**config.mk**
```make
export PLATFORM = sky130hd
export DESIGN_NAME = writeback_regfile
export DESIGN_NICKNAME = d
export VERILOG_FILES = /design/src/rtl/wb_pkg.sv /design/src/rtl/wb_fifo.sv /design/src/rtl/writeback_regfile.sv
export SDC_FILE = /design/constraint.sdc
export NUM_CORES = 1
export LEC_CHECK = 0
export ABC_AREA = 1
export ABC_CLOCK_PERIOD_IN_PS = 3400
export CAP_MARGIN = 10
export CORE_ASPECT_RATIO = 1.4
export CORE_MARGIN = 1
export CORE_UTILIZATION = 59
export CTS_CLUSTER_DIAMETER = 40
export DETAILED_ROUTE_END_ITERATION = 8
export MAX_ROUTING_LAYER = met4
export PLACE_DENSITY = 0.79
export SLEW_MARGIN = 20
export SYNTH_ARGS = -nofsm -noshare
export SYNTH_HDL_FRONTEND = slang
export SYNTH_HIERARCHICAL = 1
export SYNTH_SLANG_ARGS = --single-unit
```
**constraint.sdc**
```tcl
create_clock -name clk -period 3.4 [get_ports clk]
set_clock_uncertainty 0.15 [all_clocks]
set_input_delay 0.68 -clock clk [delete_from_list [all_inputs] [get_ports clk]]
set_output_delay 0.68 -clock clk [all_outputs]
set_load 0.005 [all_outputs]
```
**src/rtl/wb_pkg.sv**
```systemverilog
// Shared definitions for the writeback stage and register file.
//   DATA_W     - register / result data width
//   REG_AW     - register address width
//   NUM_REGS   - architectural register count (2**REG_AW)
//   wb_entry_t - one buffered register write {rd, data}
package wb_pkg;

    localparam int DATA_W   = 16;
    localparam int REG_AW   = 3;
    localparam int NUM_REGS = 1 << REG_AW;

    typedef struct packed {
        logic [REG_AW-1:0] rd;
        logic [DATA_W-1:0] data;
    } wb_entry_t;

endpackage

```
**src/rtl/wb_fifo.sv**
```systemverilog
// In-order writeback buffer: up to two writes per cycle, one retire per cycle.
// The head retires on every edge where the buffer is non-empty; the caller
// must not push more than the free space allows.
// Ports:
//   clk, rst_n    - clock, async active-low reset
//   push0, push1  - enqueue din0 / din1 (din0 lands first)
//   din0, din1    - entries to enqueue
//   count         - occupied entries, 0..DEPTH
//   head_valid    - head entry is valid and retires at the next edge
//   head          - oldest entry
//   entries       - raw storage, indexed by slot
//   entry_valid   - per-slot valid mask
module wb_fifo
    import wb_pkg::*;
#(
    parameter int DEPTH = 4
) (
    input  logic                      clk,
    input  logic                      rst_n,
    input  logic                      push0,
    input  logic                      push1,
    input  wb_entry_t                 din0,
    input  wb_entry_t                 din1,
    output logic [$clog2(DEPTH):0]    count,
    output logic                      head_valid,
    output wb_entry_t                 head,
    output wb_entry_t [DEPTH-1:0]     entries,
    output logic [DEPTH-1:0]          entry_valid
);

    localparam int PTR_W = $clog2(DEPTH);
    localparam int CNT_W = PTR_W + 1;

    wb_entry_t [DEPTH-1:0] mem;
    logic [PTR_W-1:0]      wr_ptr;
    logic [PTR_W-1:0]      rd_ptr;
    logic                  pop;

    assign pop        = (count != '0);
    assign head_valid = pop;
    assign head       = mem[rd_ptr];
    assign entries    = mem;

    always_ff @(posedge clk or negedge rst_n) begin
        if (!rst_n) begin
            mem    <= '0;
            wr_ptr <= '0;
            rd_ptr <= '0;
            count  <= '0;
        end else begin
            if (push0)
                mem[wr_ptr] <= din0;
            // Lane 1 takes the slot after lane 0 when both push.
            if (push1)
                mem[push0 ? wr_ptr + PTR_W'(1) : wr_ptr] <= din1;
            wr_ptr <= wr_ptr + PTR_W'(push0) + PTR_W'(push1);
            if (pop)
                rd_ptr <= rd_ptr + PTR_W'(1);
            count <= count + CNT_W'(push0) + CNT_W'(push1) - CNT_W'(pop);
        end
    end

    // A slot is live when its distance from the head is below count.
    always_comb begin
        logic [PTR_W-1:0] offset;
        offset      = '0;
        entry_valid = '0;
        for (int i = 0; i < DEPTH; i++) begin
            offset         = PTR_W'(i) - rd_ptr;
            entry_valid[i] = ({1'b0, offset} < count);
        end
    end

endmodule

```
**src/rtl/writeback_regfile.sv**
```systemverilog
// Writeback stage and 8-entry architectural register file.
// Two result lanes feed an in-order buffer; one entry retires per cycle into
// the register file. Read ports bypass the retiring head entry.
// Ports:
//   clk, rst_n                 - clock, async active-low reset
//   wb{0,1}_valid/rd/data      - result lanes, lane 0 older
//   wb_ready                   - both lanes may be accepted this cycle
//   rd_addr_{a,b}, rd_data_{a,b} - combinational read ports
//   busy                       - per-register pending-write flags
//   commit_valid/rd/data       - registered record of the last retire
module writeback_regfile
    import wb_pkg::*;
#(
    parameter int FIFO_DEPTH = 4
) (
    input  logic                clk,
    input  logic                rst_n,
    input  logic                wb0_valid,
    input  logic [REG_AW-1:0]   wb0_rd,
    input  logic [DATA_W-1:0]   wb0_data,
    input  logic                wb1_valid,
    input  logic [REG_AW-1:0]   wb1_rd,
    input  logic [DATA_W-1:0]   wb1_data,
    output logic                wb_ready,
    input  logic [REG_AW-1:0]   rd_addr_a,
    input  logic [REG_AW-1:0]   rd_addr_b,
    output logic [DATA_W-1:0]   rd_data_a,
    output logic [DATA_W-1:0]   rd_data_b,
    output logic [NUM_REGS-1:0] busy,
    output logic                commit_valid,
    output logic [REG_AW-1:0]   commit_rd,
    output logic [DATA_W-1:0]   commit_data
);

    localparam int CNT_W = $clog2(FIFO_DEPTH) + 1;

    logic                       accept0;
    logic                       accept1;
    logic [CNT_W-1:0]           count;
    logic                       head_valid;
    wb_entry_t                  head;
    wb_entry_t [FIFO_DEPTH-1:0] entries;
    logic [FIFO_DEPTH-1:0]      entry_valid;
    logic [DATA_W-1:0]          regs [NUM_REGS];

    // Two free slots guarantee room for a dual accept regardless of retire.
    assign wb_ready = (count <= CNT_W'(FIFO_DEPTH - 2));
    assign accept0  = wb0_valid && wb_ready && (wb0_rd != '0);
    assign accept1  = wb1_valid && wb_ready && (wb1_rd != '0);

    wb_fifo #(
        .DEPTH (FIFO_DEPTH)
    ) u_fifo (
        .clk         (clk),
        .rst_n       (rst_n),
        .push0       (accept0),
        .push1       (accept1),
        .din0        ('{rd: wb0_rd, data: wb0_data}),
        .din1        ('{rd: wb1_rd, data: wb1_data}),
        .count       (count),
        .head_valid  (head_valid),
        .head        (head),
        .entries     (entries),
        .entry_valid (entry_valid)
    );

    always_ff @(posedge clk or negedge rst_n) begin
        if (!rst_n) begin
            for (int i = 0; i < NUM_REGS; i++)
                regs[i] <= '0;
            commit_valid <= 1'b0;
            commit_rd    <= '0;
            commit_data  <= '0;
        end else begin
            commit_valid <= head_valid;
            if (head_valid) begin
                regs[head.rd] <= head.data;
                commit_rd     <= head.rd;
                commit_data   <= head.data;
            end
        end
    end

    // Only the head is forwarded; younger entries are covered by busy.
    assign rd_data_a = (rd_addr_a == '0)                       ? '0        :
                       (head_valid && head.rd == rd_addr_a)    ? head.data :
                                                                 regs[rd_addr_a];
    assign rd_data_b = (rd_addr_b == '0)                       ? '0        :
                       (head_valid && head.rd == rd_addr_b)    ? head.data :
                                                                 regs[rd_addr_b];

    always_comb begin
        busy = '0;
        for (int i = 0; i < FIFO_DEPTH; i++)
            if (entry_valid[i])
                busy[entries[i].rd] = 1'b1;
        busy[0] = 1'b0;
    end

endmodule

```
======== Word-level counts from Yosys, hierarchy flattened ========
Index checks and enable logic that the tools add are counted.
word-level totals
  flip-flop bits (word level) ............. 231
  bits of input ports ..................... 48
  output and inout port bits .............. 61
cells by class
  order comparisons ....................... 22
  bitwise operators ....................... 6
  multiplexer cells ....................... 36
  reductions and logical operators ........ 18
  add/subtract/negate cells ............... 11
  equal/unequal tests ..................... 2
operator list
  operator                                                            count
  bitwise mux 76 bit                                                  2
  two-way mux 76 bit                                                  2
  two-way mux 16 bit                                                  9
  bitwise mux 128 bit                                                 1
  binary-select mux 16 bit (select 3 bit)                             2
  demux 19 bit (select 2 bit)                                         2
  two-way mux 19 bit                                                  3
  demux 16 bit (select 3 bit)                                         1
  binary-select mux 19 bit (select 2 bit)                             1
  two-way mux 8 bit                                                   4
  OR 8 bit                                                            3
  less-than comparator 3 x 4 -> 1 bit (second input constant)         4
  logical AND 1 bit                                                   13
  demux 1 bit (select 3 bit)                                          4
  greater-or-equal comparator 3 x 1 -> 1 bit (second input constant)  4
  greater-or-equal comparator 4 bit (second input constant)           3
  less-than comparator 2 x 3 -> 1 bit                                 4
  NOT 3 -> 4 bit                                                      3
  less-than comparator 2 x 3 -> 1 bit (second input constant)         3
  nonzero test 3 bit                                                  3
  adder 3 x 1 -> 3 bit                                                2
  equality test 3 bit                                                 2
  zero test 3 bit                                                     2
  adder 2 x 1 -> 2 bit                                                2
  9 further kinds                                                     16

======== Logic depth before layout (Yosys ltp) ========
Gate-level depths: netlist of run 1.
  depth in word-level cells ............... 11
  gate-level depth with buffers ........... 15
  depth with buffers taken out ............ 12

======== Modules after synthesis ========
The synthesis of run 1 kept the hierarchy.
modules (own cells, without submodules)
  module             area an instance (sq um)  cells each  instances
  writeback_regfile  8754.6                    1312        1
  wb_fifo            5103.6                    667         1

======== Worst setup path before layout of run 1 ========
Ideal clock, no wire load.
  kind .................................... register to output
  from .................................... reg u_fifo.rd_ptr[0]
  to ...................................... out rd_data_a[11]
  setup slack ............................. 608 ps
  arrival ................................. 1962 ps
  data required time ...................... 2570 ps
  stages on the path, launching flop included .. 14
  cell sequence ........................... dfrtp_1 buf_2 nor2_1 clkbuf_1 a22oi_1 nand2_1 inv_2 nand2_1 nand2_1 nor2_4 buf_2 nand3_1 nand2_1 nor2_2
RTL lines
  what                    line                     text
  from (decl)             wb_fifo.sv:36            logic [PTR_W-1:0] rd_ptr;
  from (signal assigned)  wb_fifo.sv:58            rd_ptr <= rd_ptr + PTR_W'(1);
  to (decl)               writeback_regfile.sv:27  output logic [DATA_W-1:0] rd_data_a,

==> impl_metrics.ini, run 1 <==
[global_routing]
track_usage_pct = 40.82
use_met2_pct = 65.57
use_met3_pct = 7.159
grt.met1_usage_pct = 47.38
grt_pass1_vias = 14280
busiest_layer = met2
grt_pass1_wl_um = 75190
antenna_found_initial = 0
grt_max_degree = 86
overflow = 0

[clock_tree]
ctsHtreeMaxLevel = 2
clkLatencyLatePin_ns = 0.53
clockRootBuffer = clkbuf_16
cts_buffers = 34
postCtsHoldBufs = 0
path_clk_slew_ns = 0.06
cts.path.max_buffers = 3
cts_num_sinks = 231
cts_tree = done

[flow_run]
cap_violations = 0

[synthesis]
synth_largest_area_cell = dfrtp_1
synth_top_family_by_area = simple AND/OR/NAND/NOR gates
synth_warnings = 6
syn_area_um2 = 13860
synth_area_leaders = dfrtp_1 42%, nand2_1 21%, nand3_1 7.4%
synth_cells = 1979
synth_cell_type_count = 35
synth_fp_nets = 2039
synth_mux_area_share_pct = 0
avgSynthCellArea_um2 = 7.003
yosys.area_share.simple_pct = 38.29
synth_top_cell_area_share_pct = 41.71
synth-xor-area-share_pct = 0.2528
synth_adder_area_share_pct = 1.246
ys_seq_area_share_pct = 41.71
synth_compound_area_share_pct = 10.63
synth-seq-cells = 231

[floorplanning]
core_area_um2 = 23120
die_area_um2 = 24110
die_w_um = 131.5
die_h_um = 183.3
rows = 66
start_util_pct = 59.94
pin_count = 109

[run_status]
status = finished with violations
violations = design-rule violations, negative setup slack

[power]
powerDensity_nw_per_um2 = 1071
vdd_drop_max_mv = 0.8972
power_leakage_nw = 8.498
p_total_mw = 18.67

[finish]
fin_util_pct = 75.36
drive_above_1_share_pct = 18.73
design_area_um2 = 17420
syn_to_final_growth_pct = 25.73
antennaDiodeCount = 0
fin_cells = 2452
final_net_count = 2181

[route]
drc = 1
drtIter0Drc = 1622
firstDrtPassIters = 8
wl_um = 48420
dr_total_vias = 14920
post_drt_wl_per_cell_um = 19.75
drtAntennaViolNets = 0
via_per_inst = 6.086

[timing]
finalHoldViolCount = 0
setup_violations = 32
fin_setup_tns_ns = -3.793
setup_ws_ns = -0.1878
drv_slew = 0
relSlewSlack_pct = 55.27
holdWs_ns = 0.01407
clock.fmax_mhz = 278.7
finalCriticalPeriod_ns = 3.588
layout_worst_path_cycle_share_pct = 105.5
rsz0062_at_grt = true
worst_pin_slew_ns = 0.6710

[worst_hold_path]
min_path_type = input port to async pin

[placement]
dp_hpwl_um = 29570
dp_cells = 2338
io_buffers = 107
place_area_um2 = 15440
dp_slack_ns = -0.1266
finalWeightedCongestion = 0.9100

[setup_path]
worstPathMaxFanout = 7
r2r_start = u_fifo/count[0]$_DFF_PN0_
cp.arrival_ns = 2.76
ff2ff_setup_slack_ns = 0.51
crit_start = u_fifo/rd_ptr[0]$_DFFE_PN0N_
cp_data_required_time_ns = 2.57
worstSetupStartpointType = register
critPathCaptureType = output pin
critPathKind = register to output pin
[final cells by class]
class	instances	area, um^2
tap	306	382.9
timing repair buffer	260	2407
clock inverter	18	170.2
inverter	74	291.5
multi-input combinational	1520	7465
clock buffer	43	924.6
fill	1729	5698
sequential	231	5783
[where the power goes]
part	internal (mW)	switching [mW]	leakage (nW)
logic	4.00	6.51	4.99
clock network	2.04	1.36	0.538
registers	3.88	0.878	2.97
[timing repair]
action / 4_1_cts / 5_1_grt
cloned: 4 / 0
resized for setup: 228 / 77
setup endpoints to repair: 39 / 39
setup buffers: 41 / 13
pin swaps: 64 / 55
[path summary, 6_finish.rpt]
check / to / depth (start not counted)
min in group clk: commit_data[0]$_DFFE_PN0P_ / 2
worst min register to register: commit_data[0]$_DFFE_PN0P_ / 2
worst max register to register: u_fifo/count[2]$_DFF_PN0_ / 9
worst max-delay path: rd_data_b[4] / 16
worst min-delay path: regs[98]$_DFFE_PN0P_ / 1
max in group asynchronous: u_fifo/entries[27]$_DFF_PN0_ / 2
[layout by cell type (no fill, tap or decap), drive strengths merged, types with 2 or more instances in the layout]
cell / Yosys / layout
a21oi: 24 / 24
a22oi: 33 / 33
a31oi: 2 / 2
buf: 94 / 187
clkbuf: 62 / 49
clkdlybuf4s50: 0 / 65
clkinv: 0 / 7
clkinvlp: 0 / 3
dfrtp: 231 / 231
fa: 3 / 3
ha: 9 / 9
inv: 74 / 81
nand2: 794 / 796
nand3: 209 / 209
nand4: 84 / 84
nor2: 135 / 135
nor3: 4 / 4
o2111ai: 2 / 2
o21ai: 209 / 209
o311a: 2 / 2
or2: 2 / 2
xnor2: 2 / 2
xor2: 2 / 2
[critical path, cell delays in order (launching register included)]
cell     delay (ns)
dfrtp_2        0.47
nand2_2        0.11
inv_4          0.07
buf_12         0.12
a22oi_2        0.20
nand2_4        0.15
nand2_2        0.10
nand2_2        0.06
nor2_4         0.13
buf_6          0.14
buf_12         0.11
nand2_8        0.08
buf_4          0.15
nand2_2        0.06
nor2_2         0.04
nor2_1         0.10
buf_2          0.13
[layer usage]
layer / share of wire (%) / vias up
met3: 9.8 / 234
met4: 6.6 / 0
met1: 35 / 6927
li1: - / 6769
met5: 0 / -
met2: 48 / 994
[synth_stat cells]
cell type / instances
nand2_4: 6
xnor2_1: 2
a21oi_1: 24
nor2_4: 7
dfrtp_1: 231
buf_1: 8
or2_2: 2
fa_1: 3
inv_4: 1
inv_2: 6
clkbuf_2: 2
nor3_1: 3
o21ai_1: 14
xor2_1: 2
nor2_2: 20
o21ai_0: 195
buf_6: 13
nand3_4: 4
nand4_1: 84
a22oi_1: 33
o311a_1: 2
nand3_1: 205
o2111ai_1: 2
a32oi_1: 1
nor3_2: 1
clkbuf_1: 60
ha_1: 9
buf_4: 12
conb_1: 1
a31oi_1: 2
buf_2: 61
nand2_2: 5
nand2_1: 783
inv_1: 67
nor2_1: 108
[kinds of logic (layout without fill, tap and decap cells)]
logic type	after synthesis	count (layout)
buffers and inverters	230	395
flip-flops	231	231
adder cells (fa/ha/maj)	12	12
AND/OR/NAND/NOR	1228	1230
XOR/XNOR	4	4
AO/OA/AOI/OAI	273	273
other	1	1
[state kept, by name (all words and copies together), names as in the netlist]
register,count
u_fifo/entries,76
regs,128
u_fifo/rd_ptr,2
commit_rd,3
commit_valid,1
u_fifo/count,3
u_fifo/wr_ptr,2
commit_data,16
No activity file was read; power rests on OpenSTA's default activity.
==> inputs of run 2 (changes only) <==
--- a/config.mk
+++ b/config.mk
@@ -5,7 +5,6 @@
 export SDC_FILE = /design/constraint.sdc
 export NUM_CORES = 1
 export LEC_CHECK = 0
-export ABC_AREA = 1
 export ABC_CLOCK_PERIOD_IN_PS = 3400
 export CAP_MARGIN = 10
 export CORE_ASPECT_RATIO = 1.4
==> run 2 against run 1 <==
The flow finishes with violations (negative setup slack). Worst hold slack improved by 0.0032 ns. Core utilization is 0.78 points higher. Sequential share of layout area increased by 1.4 points. Wire length down 25%. Non-clock buffer count is 19 lower. Cell count shrank 40%. Cell area decreased by 4.1%. Register-to-register slack got worse by 0.13 ns. Sequential power grew 9.2%. Critical path depth fell by 7. Synthesized cell count shrank 51%. Highest routed layer unchanged.
==> impl_metrics.ini, run 2 <==
[timing]
worst_pin_slew_ns = 1.090
relSlewSlack_pct = 26.91
drv_slew = 0
finalHoldViolCount = 0
setup_violations = 34
finalCriticalPeriod_ns = 3.858
layout_worst_path_cycle_share_pct = 113.5
setup_ws_ns = -0.4583
rsz0062_at_grt = true
clock.fmax_mhz = 259.2

[power]
vdd_drop_max_mv = 0.7290
p_sw_mw = 7.263
powerDensity_nw_per_um2 = 1173
internal_power_mw = 12.34
power_leakage_nw = 7.283
p_comb_share_pct = 56.7
clkPwrFrac_pct = 16.8
pwr-share-seq_pct = 26.5
p_sw_share_pct = 37.05

[synthesis]
synth_warnings = 6
syn_area_um2 = 13240
synthArstFlopShare_pct = 100.0
synth_cells = 972
avgSynthCellArea_um2 = 13.62
synth_top_cell_area_share_pct = 43.67
synth-seq-cells = 231
ys_seq_area_share_pct = 43.67
ys_top_cells_by_count = 278 x mux2_2, 231 x dfrtp_1, 62 x mux2i_1
synth_cell_type_count = 49
synth_largest_area_cell = dfrtp_1
synth_ff_type = dfrtp_1
synth_fp_nets = 1032
yosys.cell_count.top_type = mux2_2
synth_area_leaders = dfrtp_1 44%, mux2_2 24%, mux4_2 9.0%
synth-edff-count = 0

[clock_tree]
cts.path.max_buffers = 3
clockRootBuffer = clkbuf_16
cts_tree = done
path_clk_slew_ns = 0.06
cts_buffers = 29
ctsHtreeMaxLevel = 1
clkLatencyLatePin_ns = 0.54
cts_num_sinks = 231

[placement]
dp_hpwl_um = 23200
dp_cells = 1419
io_buffers = 107
place_area_um2 = 15370
finalWeightedCongestion = 0.9098

[floorplanning]
core_area_um2 = 21940
die_w_um = 128.6
die_area_um2 = 23050
start_util_pct = 60.33
rows = 64
pin_count = 109
die_h_um = 179.2

[route]
drc = 0
post_drt_wl_per_cell_um = 24.37
via_per_inst = 6.375
drtIter0Drc = 611
wl_um = 36140
firstDrtPassIters = 5
dr_total_vias = 9454
drtAntennaViolNets = 0

[setup_path]
crit_top_cell = buf_4
worstSetupStartpointType = register
cp_data_required_time_ns = 2.57
critPathCaptureType = output pin
cp.arrival_ns = 3.03
slowest_delay_ns = 0.57
worstPathMaxFanout = 4
crit_chain = mux4_2, buf_6, xor2_2, nor4b_4, buf_4, buf_4, a211oi_1, nor3_1, buf_2
critPathKind = register to output pin
reg2reg_depth = 8
slowest_stage = mux4_2

[finish]
drive_above_1_share_pct = 54.97
regMostFlops = regs
final_net_count = 1224
antennaDiodeCount = 0
layout_commonest_cell = mux2_2
layout_common_cells = 278 x mux2_2, 229 x dfrtp_1, 103 x buf_4
fin_cells = 1483
fin_util_pct = 76.14
largest_reg_flops = 128
syn_to_final_growth_pct = 26.20
design_area_um2 = 16710

[flow_run]
cap_violations = 0

[worst_hold_path]
min_path_type = input port to async pin

[global_routing]
track_usage_pct = 33.03
grt_pass1_wl_um = 55720
grt_pass1_vias = 10010
grt_max_degree = 88
overflow = 0
antenna_found_initial = 0

[run_status]
status = finished with violations
violations = negative setup slack
[run 2: cell type report]
class                   count  area [um^2]
clock buffers              35        768.2
fillers                  1357         5235
clock inverters            18        265.3
multi-input cells         650         7303
well taps                 297        371.6
inverters                  11        41.29
flip-flops and latches    231         5783
repair buffers            241         2173
[run 2: logic make-up (layout without fill, tap and decap cells)]
group,Yosys count,count (layout),synth area share (%)
AOI/OAI and AO/OA,80,80,4.565
xor gates and xnor gates,12,12,0.8507
adders and majority gates,12,12,1.304
buffers and inverters,91,305,3.705
DFF,231,231,43.67
muxes,413,413,39.62
other,1,1,0.02833
and+or+nand+nor,132,132,6.257
[run 2: power groups by stage]
stage / clock (mW) / sequential [mW] / combinational [mW]
2_1_floorplan: 0 / 4.97 / 6.64
3_3_place_gp: 0 / 5.09 / 10.1
3_5_place_dp: 0 / 5.19 / 10.4
4_1_cts: 3.33 / 5.17 / 10.7
5_1_grt: 3.45 / 5.36 / 11.7
6_report: 3.29 / 5.20 / 11.1
[run 2: critical path, delay by kind of cell (launching register included)]
family	cells	cell delay (ns)
buffers and inverters	4	0.64
flip-flops	1	0.41
XOR/XNOR	1	0.20
AO/OA/AOI/OAI	1	0.04
multiplexers	1	0.57
AND/OR/NAND/NOR	2	0.61
[run 2: metal layers]
layer	global-route usage, %	vias up	part of all wire (%)
li1	-	4095	-
met1	39.12	4809	38
met2	56.82	432	52
met3	4.834	118	6.3
met4	12.79	0	3.9
met5	-	-	0
[run 2: final timing paths]
check / startpoint / slack [ns] / endpoint
worst min register to register: commit_data[9]$_DFFE_PN0P_ / 0.35 / commit_data[9]$_DFFE_PN0P_
worst max-delay path: u_fifo/rd_ptr[0]$_DFFE_PN0N_ / -0.46 / rd_data_a[13]
worst min-delay path: rst_n / 0.02 / commit_data[11]$_DFFE_PN0P_
worst max register to register: u_fifo/count[2]$_DFF_PN0_ / 0.38 / u_fifo/count[2]$_DFF_PN0_
max in group asynchronous: rst_n / 2.21 / regs[103]$_DFFE_PN0P_
min in group clk: commit_data[9]$_DFFE_PN0P_ / 0.35 / commit_data[9]$_DFFE_PN0P_
[run 2: timing repair]
item | 4_1_cts | 5_1_grt
gates resized for setup | 197 | 34
setup buffers | 10 | 2
pin swaps | 27 | 20
setup endpoints to repair | 39 | 39
cloned | 1 | 0
hold buffers | 0 | 0
[run 2: through the flow]
stage / power [mW] / hold slack (ns) / setup WS, ns / setup TNS (ns)
final: 19.60 / 0.01732 / -0.4583 / -11.33
after floorplan: 11.61 / 0.2344 / 0.009313 / 0
after global placement: 15.23 / 0.3406 / -0.5360 / -10.38
after global routing: 20.53 / 0.05000 / -0.4992 / -13.42
after detailed placement: 15.61 / 0.3446 / -0.5206 / -10.83
after CTS: 19.22 / 0.04081 / -0.4273 / -9.599
